**config.mk**
```make
export PLATFORM = sky130hd
export DESIGN_NAME = vote_session_ctrl
export DESIGN_NICKNAME = d
export VERILOG_FILES = /design/src/rtl/vote_session_ctrl.sv
export SDC_FILE = /design/constraint.sdc
export NUM_CORES = 1
export LEC_CHECK = 0
export ABC_CLOCK_PERIOD_IN_PS = 1700
export BUFFER_PORTS_ARGS = -buffer_cell sky130_fd_sc_hd__buf_2
export CAP_MARGIN = 40
export CORE_ASPECT_RATIO = 0.75
export CORE_MARGIN = 5
export CORE_UTILIZATION = 46
export DETAILED_ROUTE_END_ITERATION = 8
export PLACE_DENSITY_LB_ADDON = 0.12
export SLEW_MARGIN = 20
export SYNTH_ARGS = -nofsm -noshare
export SYNTH_HDL_FRONTEND = slang
export SYNTH_SLANG_ARGS = --single-unit
```
**constraint.sdc**
```tcl
create_clock -name clk -period 1.7 [get_ports clk]
set_input_delay 0.17 -clock clk [delete_from_list [all_inputs] [get_ports clk]]
set_output_delay 0.17 -clock clk [all_outputs]
set_load 0.01 [all_outputs]
```
**src/rtl/vote_session_ctrl.sv**
```systemverilog
// rtl/vote_session_ctrl.sv - one-session ballot collector with majority/tie evaluation
// Optional session timeout enabled by defining VOTE_TIMEOUT_EN.
module vote_session_ctrl #(
    parameter int N_VOTERS = 4,
    parameter int TIMEOUT  = 64,
    localparam int CW      = $clog2(N_VOTERS + 1)
) (
    input  logic                clk,
    input  logic                rst_n,
    input  logic                start,
    input  logic                close,
    input  logic [N_VOTERS-1:0] vote_valid,
    input  logic [N_VOTERS-1:0] vote_yes,
    output logic [N_VOTERS-1:0] vote_ack,
    output logic                dup_err,
    output logic                busy,
    output logic [N_VOTERS-1:0] voted_mask,
    output logic [CW-1:0]       yes_count,
    output logic                win,
    output logic                tie,
    output logic                done,
    output logic                timed_out
);

    if (N_VOTERS < 2 || TIMEOUT < 2) begin : g_param_check
        $error("vote_session_ctrl: N_VOTERS and TIMEOUT must both be >= 2");
    end

    typedef enum logic [1:0] {S_IDLE, S_OPEN, S_EVAL, S_DONE} state_t;

    localparam logic [CW:0] NV = (CW + 1)'(N_VOTERS);

    state_t              state, state_next;
    logic [N_VOTERS-1:0] yes_reg;
    logic [N_VOTERS-1:0] accept;
    logic [N_VOTERS-1:0] mask_next;
    logic                all_voted;
    logic                timeout_exit;
    logic [CW-1:0]       pop;
    logic [CW:0]         pop2;

    assign accept    = (state == S_OPEN) ? (vote_valid & ~voted_mask) : '0;
    assign mask_next = voted_mask | accept;
    assign all_voted = &mask_next;
    assign pop2      = {pop, 1'b0};

    always_comb begin
        pop = '0;
        for (int i = 0; i < N_VOTERS; i++) begin
            pop = pop + CW'(yes_reg[i]);
        end
    end

`ifdef VOTE_TIMEOUT_EN
    localparam int TW = $clog2(TIMEOUT);

    logic [TW-1:0] cnt;

    // All-voted and close win over the timeout in the same cycle.
    assign timeout_exit = (state == S_OPEN) && (cnt == TW'(TIMEOUT - 1)) && !all_voted && !close;

    always_ff @(posedge clk or negedge rst_n) begin
        if (!rst_n) begin
            cnt       <= '0;
            timed_out <= 1'b0;
        end else if (state == S_IDLE && start) begin
            cnt       <= '0;
            timed_out <= 1'b0;
        end else if (state == S_OPEN) begin
            cnt <= cnt + 1'b1;
            if (timeout_exit) begin
                timed_out <= 1'b1;
            end
        end
    end
`else
    assign timeout_exit = 1'b0;
    assign timed_out    = 1'b0;
`endif

    always_ff @(posedge clk or negedge rst_n) begin
        if (!rst_n) begin
            state <= S_IDLE;
        end else begin
            state <= state_next;
        end
    end

    always_comb begin
        state_next = state;
        case (state)
            S_IDLE: if (start) state_next = S_OPEN;
            S_OPEN: if (all_voted || close || timeout_exit) state_next = S_EVAL;
            S_EVAL: state_next = S_DONE;
            S_DONE: state_next = S_IDLE;
            default: state_next = S_IDLE;
        endcase
    end

    always_comb begin
        busy = (state != S_IDLE);
        done = (state == S_DONE);
    end

    always_ff @(posedge clk or negedge rst_n) begin
        if (!rst_n) begin
            vote_ack   <= '0;
            dup_err    <= 1'b0;
            voted_mask <= '0;
            yes_reg    <= '0;
            yes_count  <= '0;
            win        <= 1'b0;
            tie        <= 1'b0;
        end else begin
            vote_ack <= accept;
            dup_err  <= (state == S_OPEN) && |(vote_valid & voted_mask);
            case (state)
                S_IDLE: begin
                    if (start) begin
                        voted_mask <= '0;
                        yes_reg    <= '0;
                        yes_count  <= '0;
                        win        <= 1'b0;
                        tie        <= 1'b0;
                    end
                end
                S_OPEN: begin
                    voted_mask <= mask_next;
                    yes_reg    <= (yes_reg & ~accept) | (vote_yes & accept);
                end
                S_EVAL: begin
                    yes_count <= pop;
                    win       <= (pop2 > NV);
                    tie       <= (pop2 == NV);
                end
                default: ;
            endcase
        end
    end

endmodule
```
==> out/results.tsv, run 1 <==
stage	metric	value	unit
detailed_routing	routed_wl	2247	um
flow_run	maxCapViolCount	0	
logic_synthesis	synth.area.top_cells	dfrtp_1, ha_1, a22o_1, a21oi_1, inv_1	
placement	hpwl	1737	um
power_and_ir_drop	leakage	0.6992	nW
detailed_routing	detail_route.wl_per_cell	13.54	um
placement	dpl_cell_area	1274	sq um
detailed_routing	viasPerCell	5.295	
cts	cts_buffers	3	
finish	fin_util	0.6044	
placement	dp_cells	160	
power_and_ir_drop	power.internal	1.453	mW
detailed_routing	first_pass_iters	4	
placement	pre_cts_ws	-120.6	ps
sta	max_freq	553.3	MHz
critical_path	critPathKind	flop to flop	
logic_synthesis	ys_types	30	
sta	skew	7.272	ps
global_routing	grt_max_degree	21	
global_routing	grt_pass1_wl	4271	um
logic_synthesis	synth_top_area_frac	0.4734	
logic_synthesis	ys_warn_count	0	
status	status	finished with violations	
power_and_ir_drop	power_density	1755	nW/um^2
critical_path	cp_max_fo	2	
cts	htreeDepth	1	
sta	finalWorstSetupSlack	-107.2	ps
power_and_ir_drop	p_comb_frac	0.497	
finish	fin_area	1361	sq um
global_routing	grt_pass1_vias	919	
detailed_routing	drc_errors	0	
floorplan	dieArea	3367	sq um
sta	setup_viol	2	
sta	timing.final.crit_period	1807	ps
finish	multi_input_area	526.8	sq um
logic_synthesis	syn_avg_cell_area	10.17	sq um
finish	layout_commonest_cell	buf_2	
cts	cts_root_buf	clkbuf_4	
finish	regArea	500.5	sq um
critical_path	arrival	2020	ps
power_and_ir_drop	p_total	2.389	mW
finish	layoutNonFillerInstCount	166	
logic_synthesis	syn_inst	104	
finish	n_antenna_cell	0	
floorplan	die_w	65.36	um
status	failed_checks	negative setup slack	
sta	period_share	1.063	
critical_path	cp.required	1910	ps
global_routing	grt_overflow	0	
critical_path	crit_chain	fa_1 -> ha_2 -> ha_4 -> nor3b_4 -> nand2b_1 -> o21ai_1	
power_and_ir_drop	ir_worst_vdd	1.121	mV
placement	gp_congestion	0.8052	
logic_synthesis	syn_nets	124	
sta	slew_violations	0	
cts	clockBufferDepth	2	
critical_path	crit_buf_inv	0	
critical_path	endpoint_kind	flop	
power_and_ir_drop	seqPwrFrac	0.337	
finish	drive_gt1_frac	0.3262	
detailed_routing	dr_total_vias	879	
detailed_routing	antenna_left	0	
power_and_ir_drop	p_sw	0.9368	mW
cts	clock_sinks	20	
floorplan	die_h	51.52	um
cts	cts_tree	built	
finish	fillers	191	
floorplan	ios	29	
global_routing	grt_use_total	0.1656	
cts	clk_latency	310	ps
logic_synthesis	ys_ff_latch	20	
floorplan	initial_core_util	0.4694	
finish	mostFrequentLayoutCells	buf_2, dfrtp_1, inv_1	
floorplan	coreArea	2252	sq um
detailed_routing	drt_iter0_drc	34	
logic_synthesis	yosys.area.top_type	dfrtp_1	
logic_synthesis	syn_area	1057	sq um
critical_path	cp_top_family	adder cells	
worst_hold_path	hold_path.class	input pin to flop	
cts	clk_pin_slew_worst_paths	120	ps
logic_synthesis	ys_seq_area_frac	0.4734	
floorplan	rows	15	
power_and_ir_drop	p_sw_frac	0.3920	
critical_path	crit_slowest_cell	fa_1	
finish	nets	162	
placement	portBuffers	27	
critical_path	r2r_setup_slack	-110	ps
critical_path	start_kind	flop	
critical_path	critPathMaxStageDelay	480	ps
sta	finalHoldViolCount	0	
finish	syn2layout_area_growth	28.76	%
global_routing	antenna_found_initial	0	
power_and_ir_drop	clockPowerShare	0.166	
sta	rsz0062_at_grt	true	
## worst reg2reg max path, stage by stage, from the launching register on
cell and delay [ps]:
dfrtp_1 420, fa_1 480, ha_2 210, ha_4 270
nor3b_4 170, nand2b_1 120, o21ai_1 50
## per-stage QoR
step	hold slack, ps	TNS [ps]
4_1_cts	135.7	-186.2
2_1_floorplan	-125.6	-120.2
3_3_place_gp	140.9	-165.3
3_5_place_dp	149.3	-223.4
6_report	142.5	-172.6
5_1_grt	149.3	-309.9
## power by group through the flow
stage	logic, mW	registers (mW)	clock network, mW
2_1_floorplan	0.697	0.858	0
3_3_place_gp	1.12	0.807	0
3_5_place_dp	1.13	0.817	0
4_1_cts	1.17	0.806	0.403
5_1_grt	1.35	0.844	0.425
6_report	1.19	0.805	0.397
## cell type report
cell class                 count  share of cell area
sequential                    20              0.3676
multi-input combinational     70              0.3869
inverter                      10             0.02757
clock buffer                   3             0.01654
timing repair buffer          37              0.1562
tap                           25             0.02298
clock inverter                 1             0.02206
## synth_stat cells
cell      count
o311ai_1      1
conb_1        1
a41oi_1       1
inv_1        10
nand2b_1      3
buf_4         2
nor2_1        5
ha_1          7
dfrtp_1      20
nor3_1        1
buf_6         1
o21bai_1      1
a32o_1        1
clkbuf_1      1
a31oi_1       1
nor3b_1       4
nand2_1       6
fa_1          1
o21ai_1       2
o21ai_0       5
a22oi_1       2
and2_1        2
a21boi_0      1
o31ai_1       3
a21oi_1       9
o22ai_1       2
or2_1         1
a21oi_2       1
nor2b_1       1
a22o_1        8
## final timing paths
path / cells after the start / end / from
setup / recovery: 6 / win / yes_reg[0]
hold / removal: 3 / vote_ack[1] / vote_valid[1]
setup reg to reg: 6 / win / yes_reg[0]
hold reg to reg: 2 / win / win
max in group asynchronous: 2 / state[0] / rst_n
min in group asynchronous: 2 / vote_ack[1] / rst_n
## kinds of logic (layout without fill, tap and decap cells)
family	Yosys count	after routing	synth area share
AOI/OAI and AO/OA	38	38	0.2438
and+or+nand+nor	23	23	0.1136
DFF	20	20	0.4734
buffers and inverters	14	51	0.06390
adders and majority gates	8	8	0.1018
other	1	1	0.003547
## per-layer routing
metal | up-vias | GRT usage | routed length (um)
li1 | 444 | - | -
met1 | 411 | 0.2160 | 1004
met2 | 22 | 0.2723 | 1071
met3 | 2 | 0.04752 | 151
met4 | 0 | 0.04138 | 21
met5 | - | 0 | 0
## what timing repair did
item                       in CTS  in global routing
hold endpoints to repair       20                  0
buffers inserted                1                  0
pin swaps                       3                  0
hold buffers                    1                  0
setup endpoints to repair       2                  9
resized for setup               1                  3
gates cloned                    0                  0
(Power assumes the default switching activity.)
==> inputs of run 2 (changes only) <==
==> constraint.sdc (replaced) <==
create_clock -name clk -period 1.7 [get_ports clk]
set_input_delay 0.255 -clock clk [delete_from_list [all_inputs] [get_ports clk]]
set_output_delay 0.255 -clock clk [all_outputs]
set_load 0.01 [all_outputs]
==> run 2 against run 1 <==
Net effect:
- the run still ends with negative setup slack left
- flip-flop and latch count did not move
- first-iteration DRC count rose by 5.9%
- non-clock buffer count did not move
- clock power barely moved
- maximum frequency barely moved
- sequential power barely moved
- design area rose by 0.92%
- utilization rose by 0.56 points
==> out/results.tsv, run 2 (synthesized netlist as in run 1, its figures left out) <==
stage	metric	value	unit	change
status	status	finished with violations		
status	failed_checks	negative setup slack		
sta	setup_viol	2		unchanged
power_and_ir_drop	seqPwrFrac	0.332		-0.005
global_routing	grt_max_degree	21		unchanged
critical_path	endpoint_kind	flop		
detailed_routing	drc_errors	0		unchanged
global_routing	grt_overflow	0		unchanged
floorplan	ios	29		unchanged
cts	clockBufferDepth	2		unchanged
finish	nets	162		unchanged
flow_run	maxCapViolCount	0		unchanged
finish	drive_gt1_frac	0.3333		+0.007092
detailed_routing	drt_iter0_drc	36		+5.9%
finish	n_antenna_cell	0		unchanged
critical_path	start_kind	flop		
floorplan	dieArea	3367	sq um	unchanged
worst_hold_path	hold_path.class	input pin to flop		
cts	clk_pin_slew_worst_paths	120	ps	about the same
critical_path	arrival	2020	ps	about the same
sta	timing.final.crit_period	1806	ps	-0.7720 ps
cts	htreeDepth	1		unchanged
sta	finalHoldViolCount	0		unchanged
floorplan	coreArea	2252	sq um	unchanged
cts	clk_latency	310	ps	about the same
sta	finalWorstSetupSlack	-106.4	ps	+0.7720 ps
power_and_ir_drop	p_comb_frac	0.504		+0.007
finish	layout_commonest_cell	buf_2		
cts	cts_tree	built		
power_and_ir_drop	ir_worst_vdd	1.140	mV	+1.7%
power_and_ir_drop	p_sw_frac	0.3925		+0.0004490
placement	gp_congestion	0.8052		unchanged
detailed_routing	antenna_left	0		unchanged
power_and_ir_drop	leakage	0.6995	nW	about the same
placement	pre_cts_ws	-120.6	ps	unchanged
sta	slew_violations	0		unchanged
critical_path	r2r_setup_slack	-110	ps	about the same
floorplan	die_h	51.52	um	unchanged
finish	syn2layout_area_growth	29.94	%	
sta	rsz0062_at_grt	true		
finish	fin_util	0.6100		+0.005556
critical_path	cp_max_fo	2		unchanged
global_routing	grt_pass1_vias	919		unchanged
finish	mostFrequentLayoutCells	buf_2, dfrtp_1, inv_1		
detailed_routing	viasPerCell	5.319		+0.46%
cts	clock_sinks	20		unchanged
cts	cts_buffers	3		unchanged
global_routing	antenna_found_initial	0		unchanged
power_and_ir_drop	power_density	1765	nW/um^2	+0.54%
sta	max_freq	553.6	MHz	about the same
sta	period_share	1.063		about the same
detailed_routing	routed_wl	2268	um	+0.93%
power_and_ir_drop	power.internal	1.473	mW	+1.4%
detailed_routing	detail_route.wl_per_cell	13.66	um	+0.93%
placement	portBuffers	27		unchanged
power_and_ir_drop	clockPowerShare	0.164		-0.002
floorplan	initial_core_util	0.4694		unchanged
global_routing	grt_use_total	0.1656		unchanged
cts	cts_root_buf	clkbuf_4		
global_routing	grt_pass1_wl	4271	um	unchanged
detailed_routing	first_pass_iters	5		+1
power_and_ir_drop	p_sw	0.9516	mW	+1.6%
critical_path	cp.required	1920	ps	about the same
sta	skew	7.470	ps	+0.1976 ps
detailed_routing	dr_total_vias	883		+0.46%
placement	hpwl	1737	um	unchanged
floorplan	die_w	65.36	um	unchanged
critical_path	critPathKind	flop to flop		
floorplan	rows	15		unchanged
-- run 2: cell counts in the layout (fill, tap and decap cells not counted) --
Identical to the previous run, type by type.
-- run 2: area by class of cell --
cell class	instances	area, sq um
clock buffers	3	22.52
clock inverters	1	30.03
fillers	190	878.3
inverters	10	37.54
multi-input cells	70	539.3
flip-flops and latches	20	500.5
well taps	25	31.28
repair buffers	37	212.7
-- run 2: path summary, 6_finish.rpt --
check / start / endpoint / cells past startpoint
max: yes_reg[0] / win / 6
min in group asynchronous: rst_n / vote_ack[1] / 2
max in group asynchronous: rst_n / state[0] / 2
min: vote_valid[1] / vote_ack[1] / 3
max reg2reg: yes_reg[0] / win / 6
min reg2reg: win / win / 2
-- run 2: through the flow --
step,power [mW],area (sq um),hold WS (ps),cells,TNS [ps]
after CTS,2.383,1350,220.7,166,-186.2
after floorplan,1.555,1077,-40.59,104,-120.2
after global placement,1.927,1274,225.9,160,-165.3
after detailed placement,1.951,1274,234.3,160,-223.4
after global routing,2.655,1374,234.3,166,-309.9
final,2.424,1374,226.9,166,-171.1
-- run 2: critical path, cell delays in order (launching register included) --
cell and delay, ps:
dfrtp_1 420, fa_1 480, ha_2 210, ha_4 260, nor3b_4 170, nand2b_1 120
o21ai_1 50
-- run 2: power groups by stage --
stage	sequential [mW]	clock (mW)	combinational (mW)
after floorplan	0.858	0	0.697
after global placement	0.807	0	1.12
after detailed placement	0.817	0	1.13
after CTS	0.806	0.403	1.17
after global routing	0.844	0.425	1.39
final	0.805	0.397	1.22
-- run 2: what timing repair did --
action                     4_1_cts  5_1_grt
setup endpoints to repair        2        9
setup buffers                    1        0
resized for setup                1        5
hold buffers                     1        0
pin swaps                        3        0
hold endpoints to repair        20        0
-- run 2: per-layer routing --
metal / vias up / GRT usage / part of all wire
li1: 444 / - / -
met1: 415 / 0.2160 / 0.45
met2: 22 / 0.2723 / 0.48
met3: 2 / 0.04752 / 0.067
met4: 0 / 0.04138 / 0.0093
met5: - / 0 / 0
